--- src/rtl/onchip_mem_arbiter.sv ---
// Arbiter that shares one single-port 32-bit on-chip RAM between two Avalon-MM requesters.
// m0 is the A-line acquisition writer and m1 is the host data path.
//
// Ports:
//   clk, reset_n            clock and asynchronous active-low reset
//   mK_* (K = 0, 1)         Avalon-MM slave side: address, byteenable, read, write, writedata
//                           in; waitrequest, readdata, readdatavalid, proto_err out
//   mem_*                   RAM side: address, byteenable, chipselect, write, writedata,
//                           clken out; readdata in (valid the cycle after a read command)
//
// Arbitration is round-robin with a bounded hold: the current owner keeps the RAM for up to
// MAX_HOLD consecutive grants while the other master is waiting. Commands to addresses at or
// above NUM_WORDS are accepted, but they never reach the RAM, and their reads return zero.
module onchip_mem_arbiter #(
  parameter int unsigned ADDR_W    = 18,
  parameter int unsigned DATA_W    = 32,
  parameter int unsigned BE_W      = 4,
  parameter int unsigned NUM_WORDS = 256000,
  parameter int unsigned MAX_HOLD  = 16
) (
  input  logic              clk,
  input  logic              reset_n,
  input  logic [ADDR_W-1:0] m0_address,
  input  logic [BE_W-1:0]   m0_byteenable,
  input  logic              m0_read,
  input  logic              m0_write,
  input  logic [DATA_W-1:0] m0_writedata,
  output logic              m0_waitrequest,
  output logic [DATA_W-1:0] m0_readdata,
  output logic              m0_readdatavalid,
  output logic              m0_proto_err,
  input  logic [ADDR_W-1:0] m1_address,
  input  logic [BE_W-1:0]   m1_byteenable,
  input  logic              m1_read,
  input  logic              m1_write,
  input  logic [DATA_W-1:0] m1_writedata,
  output logic              m1_waitrequest,
  output logic [DATA_W-1:0] m1_readdata,
  output logic              m1_readdatavalid,
  output logic              m1_proto_err,
  output logic [ADDR_W-1:0] mem_address,
  output logic [BE_W-1:0]   mem_byteenable,
  output logic              mem_chipselect,
  output logic              mem_write,
  output logic [DATA_W-1:0] mem_writedata,
  output logic              mem_clken,
  input  logic [DATA_W-1:0] mem_readdata
);

  typedef enum logic [1:0] {OwnNone, OwnM0, OwnM1} owner_e;

  localparam logic [7:0]      MaxHold  = 8'(MAX_HOLD);
  localparam logic [ADDR_W:0] NumWords = (ADDR_W + 1)'(NUM_WORDS);

  owner_e     owner_q, owner_d;
  logic       last_q, last_d;  // 0: m0 was granted last, 1: m1
  logic [7:0] hold_q, hold_d;
  logic       rd_pend_q, rd_pend_d;
  logic       rd_id_q, rd_id_d;
  logic       rd_oor_q, rd_oor_d;

  logic req0, req1, gnt0, gnt1, any_gnt;
  logic in_range0, in_range1, sel_in_range, sel_write, sel_read;

  assign req0      = m0_read | m0_write;
  assign req1      = m1_read | m1_write;
  assign in_range0 = {1'b0, m0_address} < NumWords;
  assign in_range1 = {1'b0, m1_address} < NumWords;

  // Grant decision; nothing is granted while reset is held.
  always_comb begin
    gnt0 = 1'b0;
    gnt1 = 1'b0;
    if (reset_n) begin
      if (req0 && !req1) begin
        gnt0 = 1'b1;
      end else if (req1 && !req0) begin
        gnt1 = 1'b1;
      end else if (req0 && req1) begin
        if (owner_q == OwnM0 && hold_q < MaxHold) begin
          gnt0 = 1'b1;
        end else if (owner_q == OwnM1 && hold_q < MaxHold) begin
          gnt1 = 1'b1;
        end else if (last_q) begin
          gnt0 = 1'b1;
        end else begin
          gnt1 = 1'b1;
        end
      end
    end
  end

  assign any_gnt      = gnt0 | gnt1;
  assign sel_in_range = gnt1 ? in_range1 : in_range0;
  assign sel_write    = gnt1 ? m1_write : m0_write;
  // A combined read+write is executed as a write only.
  assign sel_read     = (gnt1 ? m1_read : m0_read) & ~sel_write;

  assign mem_address    = gnt1 ? m1_address : m0_address;
  assign mem_byteenable = gnt1 ? m1_byteenable : m0_byteenable;
  assign mem_writedata  = gnt1 ? m1_writedata : m0_writedata;
  assign mem_chipselect = any_gnt & sel_in_range;
  assign mem_write      = any_gnt & sel_in_range & sel_write;
  assign mem_clken      = reset_n;

  // Idle masters see waitrequest low; everything stalls while in reset.
  assign m0_waitrequest = ~reset_n | (req0 & ~gnt0);
  assign m1_waitrequest = ~reset_n | (req1 & ~gnt1);
  assign m0_proto_err   = gnt0 & m0_read & m0_write;
  assign m1_proto_err   = gnt1 & m1_read & m1_write;

  // Read data is steered to the issuer; out-of-range reads return zero.
  assign m0_readdatavalid = rd_pend_q & ~rd_id_q;
  assign m1_readdatavalid = rd_pend_q & rd_id_q;
  assign m0_readdata      = (m0_readdatavalid && !rd_oor_q) ? mem_readdata : '0;
  assign m1_readdata      = (m1_readdatavalid && !rd_oor_q) ? mem_readdata : '0;

  always_comb begin
    owner_d   = owner_q;
    last_d    = last_q;
    hold_d    = hold_q;
    rd_pend_d = any_gnt & sel_read;
    rd_id_d   = gnt1;
    rd_oor_d  = ~sel_in_range;
    if (any_gnt) begin
      owner_d = gnt1 ? OwnM1 : OwnM0;
      last_d  = gnt1;
      if (owner_q == owner_d) begin
        hold_d = (hold_q >= MaxHold) ? MaxHold : hold_q + 8'd1;
      end else begin
        hold_d = 8'd1;
      end
    end else begin
      owner_d = OwnNone;
      hold_d  = 8'd0;
    end
  end

  always_ff @(posedge clk or negedge reset_n) begin
    if (!reset_n) begin
      owner_q   <= OwnNone;
      last_q    <= 1'b1;
      hold_q    <= 8'd0;
      rd_pend_q <= 1'b0;
      rd_id_q   <= 1'b0;
      rd_oor_q  <= 1'b0;
    end else begin
      owner_q   <= owner_d;
      last_q    <= last_d;
      hold_q    <= hold_d;
      rd_pend_q <= rd_pend_d;
      rd_id_q   <= rd_id_d;
      rd_oor_q  <= rd_oor_d;
    end
  end

endmodule

--- config.mk ---
export PLATFORM = sky130hd
export DESIGN_NAME = onchip_mem_arbiter
export DESIGN_NICKNAME = d
export VERILOG_FILES = /design/src/rtl/onchip_mem_arbiter.sv
export SDC_FILE = /design/constraint.sdc
export NUM_CORES = 1
export LEC_CHECK = 0
export CORE_AREA = 4 4 105 107
export DETAILED_ROUTE_END_ITERATION = 6
export DIE_AREA = 0 0 109 111
export GPL_TIMING_DRIVEN = 0
export PLACE_DENSITY = 0.69
export SYNTH_ARGS = -nofsm -noshare
export SYNTH_HDL_FRONTEND = slang
export SYNTH_SLANG_ARGS = --single-unit
--- constraint.sdc ---
create_clock -name clk -period 1.9 [get_ports clk]
set_input_delay 0.19 -clock clk [delete_from_list [all_inputs] [get_ports clk]]
set_output_delay 0.19 -clock clk [all_outputs]
set_load 0.01 [all_outputs]
; ---- Yosys cells after proc, flatten, opt, wreduce, memory -nomap -nowiden
; Index checks and enable logic that the tools add are counted.
[totals]
ff_bits = 14
latch_bits = 0
mem_bits_rw = 0
romBits = 0
inputBits = 146
output_inout_bits = 127
wordCells = 74
mem_count = 0
[classes]
add_sub_neg = 1
multipliers = 0
div_mod_pow = 0
order_cmp = 4
eq_ne = 3
shift = 0
n_mux = 27
n_bitwise = 23
n_reduce_logical = 10
[ops]
columns = cell, n
row1 = $mux W32, 3
row2 = $lt A18 B18 Y1 const B, 2
row3 = $mux W8, 3
row4 = $mux W18, 1
row5 = $mux W1, 17
row6 = $and A1 B1 Y1, 12
row7 = $add A8 B1 Y8 const B, 1
row8 = $ge A8 B5 Y1 const B, 1
row9 = $lt A8 B5 Y1 const B, 1
row10 = $logic_and A1 B1 Y1, 7
row11 = $not A1 Y1, 6
row12 = $or A1 B1 Y1, 5
row13 = $mux W2, 2
row14 = $mux W4, 1
row15 = $logic_not A1 Y1, 3
row16 = $eq A2 B1 Y1 const B, 1
row17 = $eq A2 B2 Y1, 1
row18 = $eq A2 B2 Y1 const B, 1

; ---- Logic depth before layout (Yosys ltp)
; Gate-level depths: netlist of run 1.
[logic_depth]
ltp_word = 12
mapped_depth = 5

; ---- Worst setup path after synthesis of run 1
; Ideal clock, no wire load.
[synth_timing]
kind = flip-flop to output port
from = reg hold_q[6]
to = out mem_address[4]
t_arrival_ps = 1891
t_required_ps = 1710
slack_ps = -181
stages_incl_launch_ff = 6
n_path_buf = 1
cell_sequence = dfrtp_1 -> nor4_4 -> mux2i_1 -> o31ai_4 -> buf_6 -> mux2_1
[synth_between]
elab_chain_len = 9
elab_cells_between_ends = 10
classes_between = 1 x order compare / 7 x mux / 2 x reduce/logical
[synth_lines]
columns = item, line_no
row1 = "start, declared", 57  ; logic [7:0] hold_q, hold_d;
row2 = "start signal, assigned", 150  ; hold_q <= hold_d;
row3 = $lt A8 B5 Y1 *, "80, 82"
row4 = $logic_and A1 B1 Y1, 82  ; end else if (owner_q == OwnM1 && hold_q < MaxHold) begin
row5 = $mux W1, 82
row6 = $mux W1 *, 80  ; if (owner_q == OwnM0 && hold_q < MaxHold) begin
row7 = $mux W1 *, 79  ; end else if (req0 && req1) begin
row8 = $mux W1 *, 77  ; end else if (req1 && !req0) begin
row9 = $mux W1 *, 75  ; if (req0 && !req1) begin
row10 = $mux W1 *, 74  ; if (reset_n) begin
row11 = $mux W18 *, 99  ; assign mem_address = gnt1 ? m1_address : m0_address;
row12 = "end, declared", 41  ; output logic [ADDR_W-1:0] mem_address,
; Every way passes the cells marked *; elsewhere a longest branch is shown, timed or not.

; ---- Worst setup path in the final report of run 1
[layout_timing]
from = reg hold_q[5]
to = out mem_writedata[8]
[layout_between]
elab_chain_len = 9
elab_cells_between_ends = 10
classes_between = 1 x order compare / 7 x mux / 2 x reduce/logical
[layout_lines]
columns = item, line_no
row1 = $lt A8 B5 Y1 *, "80, 82"
row2 = $logic_and A1 B1 Y1, 82
row3 = $mux W1, 82
row4 = $mux W1 *, 80
row5 = $mux W1 *, 79
row6 = $mux W1 *, 77
row7 = $mux W1 *, 75
row8 = $mux W1 *, 74
row9 = $mux W32 *, 101  ; assign mem_writedata = gnt1 ? m1_writedata : m0_writedata;
row10 = "end, declared", 45  ; output logic [DATA_W-1:0] mem_writedata,
; Marked as above.

==> results.cfg, run 1 <==
[logic_synthesis]
yosysTopAreaCell = mux2_2
ys_ff_latch = 14
ys.flop_type = dfrtp_1
synth_warnings = 0
synth_seq_area_share_pct = 18.2
syn_inst = 214
yosysTopAreaCellShare_pct = 29.2
syn_avg_cell_area_um2 = 9.02
async_flop_share_pct = 100
synth.cell_area_um2 = 1930
synth_common_cells = and2_1 (68), mux2_2 (50), dfrtp_1 (13)
synth_edf_count = 0
synth.most_common_cell = and2_1
synth_cell_types = 41
synth_area_leaders = mux2_2 (29%), and2_1 (22%), dfrtp_1 (17%)

[worst_setup_path]
worstSetupEndpointType = primary output
cp.arrival_ns = 2.30
critPathTopFamily = multiplexers
crit_top_cell = buf_12
cp_num_buf_inv = 4
crit_fanout = 10
path_cells = nor4_4, mux2i_2, o31ai_4, buf_12, buf_12, buf_12, mux2_4, buf_6
slowest_stage = dfrtp_1
setup.worst_path.class = reg2out
crit_path_start_kind = flop
required_ns = 1.71
max_stage_delay_ns = 0.40

[cells_and_area]
nFillCells = 894
seq_area_um2 = 352
final_area_um2 = 5500
num-nets-final = 665
final_layout_size_suffix_gt1_share_pct = 38.2
final_util_pct = 54.2
final_cells = 652
area_growth_pct = 185
multiInputGateArea_um2 = 1760
antenna_cells = 0

[status]
outcome = finished, violations left
violations = negative setup slack

[floorplan]
core_region_area_um2 = 10100
top_level_ports = 273
die_w_um = 109
die_height_um = 111
initial_core_util_pct = 19.0
die_area_um2 = 12100
row_count = 37

[timing]
setup_viol = 63
hold_viol = 0
fmax_mhz = 402
timing.final.max_slew_violations = 0
fin_setup_tns_ns = -30.11
post-route-min-period_ns = 2.49
finalWorstSetupSlack_ns = -0.589
rsz0062_at_grt = yes
worst_hold_slack_ns = 0.0294
final.setup_skew_ns = 0.00792
finalCritPeriodShare_pct = 131
worst_pin_slew_ns = 0.645
slew_headroom_pct = 56.7

[placed_design]
dp_hpwl_mm = 9.67
place_inst = 624
place_area_um2 = 5050
io_buffer_count = 272
finalWeightedCongestion = 0.824

[cts]
clock_latency_ns = 0.25
htree_levels = 1
path_clk_slew_ns = 0.05
clockRootBuffer = clkbuf_8
cts_buffers = 3
cts_sinks = 14
tritoncts = built
clock_path_buffers = 2

[min_path]
hold_path.class = in2async

[drt]
viasPerCell = 4.15
wl_per_cell_um = 17.6
route.vias.total = 2708
dr.pass1.iters = 6
drtIter0Drc = 81
wirelength_mm = 11.4
ant_nets = 0
drc_errors = 0

[power]
p_leak_nw = 2.73
p_per_area_nw_per_um2 = 482
ir_drop_mv = 0.628

[flow_run]
cap_viol_max_count = 0

[grt]
antenna_found_initial = 0
overflow = 0
grt_pass1_vias = 2843
grt_max_degree = 14
grt_pass1_wl_mm = 16.4
grt_use_total_pct = 17.5
use_met1_pct = 17.7
use_met2_pct = 33.1
grt-busiest-layer = met2
use_met3_pct = 6.70
-- worst register-to-register path, delay by kind of cell (launching register included) --
kind,cells,cell delay (ns)
buffers and inverters,4,0.59
multiplexers,2,0.49
flip-flops,1,0.40
AND/OR/NAND/NOR,1,0.35
AO/OA/AOI/OAI,1,0.09
-- metrics by stage --
| stage | total power, mW | setup WS [ns] |
|---|---|---|
| finish | 2.65 | -0.589 |
| global route | 2.79 | -0.655 |
| CTS | 2.53 | -0.617 |
| detailed placement | 2.08 | -1.21 |
| global placement | 2.07 | -1.19 |
| floorplan | 1.16 | -0.0911 |
-- flip-flops by register name, summed over array words and instances (netlist names) --
| register | count |
|---|---|
| rd_oor_q | 1 |
| last_q | 1 |
| owner_q | 2 |
| hold_q | 8 |
| rd_pend_q | 1 |
| rd_id_q | 1 |
-- cell type report --
class | count | share of cell area, %
Buffer | 13 | 3.32
Clock buffer | 4 | 1.00
Inverter | 7 | 0.478
Multi-Input combinational cell | 181 | 32.0
Sequential cell | 14 | 6.40
Tap cell | 136 | 3.10
Timing Repair Buffer | 297 | 53.7
-- cells in the final DEF (no fill, tap or decap), types with 8 or more instances in the layout --
cell type | synthesis | layout
and2_1 | 68 | 61
mux2_4 | 0 | 54
dfrtp_1 | 13 | 13
clkdlybuf4s50_1 | 0 | 146
buf_6 | 6 | 64
dlygate4sd2_1 | 0 | 35
clkbuf_2 | 0 | 9
clkdlybuf4s15_1 | 0 | 11
buf_4 | 1 | 9
buf_2 | 0 | 12
buf_12 | 0 | 8
-- layer usage --
metal,vias up,share of wire (%)
met1,1215,34
met4,0,1.8
met2,138,53
met5,-,0
li1,1341,-
met3,14,11
-- logic make-up after synthesis --
logic type	count (synthesis)	synth area share, %
AND/OR/NAND/NOR	97	31.3
multiplexers	58	33.6
buffers and inverters	21	6.61
AO/OA/AOI/OAI	19	7.91
flip-flops	14	18.2
adder cells (fa/ha/maj)	2	1.30
XOR/XNOR	2	0.907
other	1	0.194
-- timing repair --
| action | in CTS | in global routing |
|---|---|---|
| setup buffers | 18 | 3 |
| hold buffers | 1 | 0 |
| resized for setup | 419 | 70 |
| gates cloned | 1 | 2 |
| pin swaps | 7 | 15 |
| hold endpoints to repair | 13 | 0 |
| endpoints found under the setup margin | 133 | 94 |
-- where the power goes --
part	total [mW]	internal, mW	switching (mW)
clock network	0.290	0.184	0.107
registers	0.374	0.335	0.0397
logic	1.98	1.26	0.727
-- worst paths after layout --
kind	from	slack (ns)	endpoint	depth (start not counted)
worst max register to register	hold_q[5]$_DFF_PN0_	-0.15	rd_oor_q$_DFF_PN0_	8
worst max-delay path	hold_q[5]$_DFF_PN0_	-0.59	mem_writedata[8]	8
worst min register to register	last_q$_DFFE_PN1P_	0.55	last_q$_DFFE_PN1P_	2
min in group clk	m1_write	0.36	rd_pend_q$_DFF_PN0_	2
worst min-delay path	reset_n	0.03	last_q$_DFFE_PN1P_	1
max in group asynchronous	reset_n	0.87	hold_q[6]$_DFF_PN0_	2
Power figures use the tool's default switching activity.
==> run 2, diff against run 1 <==
CTS_CLUSTER_SIZE = 25   (was default)
==> results of run 2 <==
The final DEF is identical to that of run 1; final timing and power are the same.
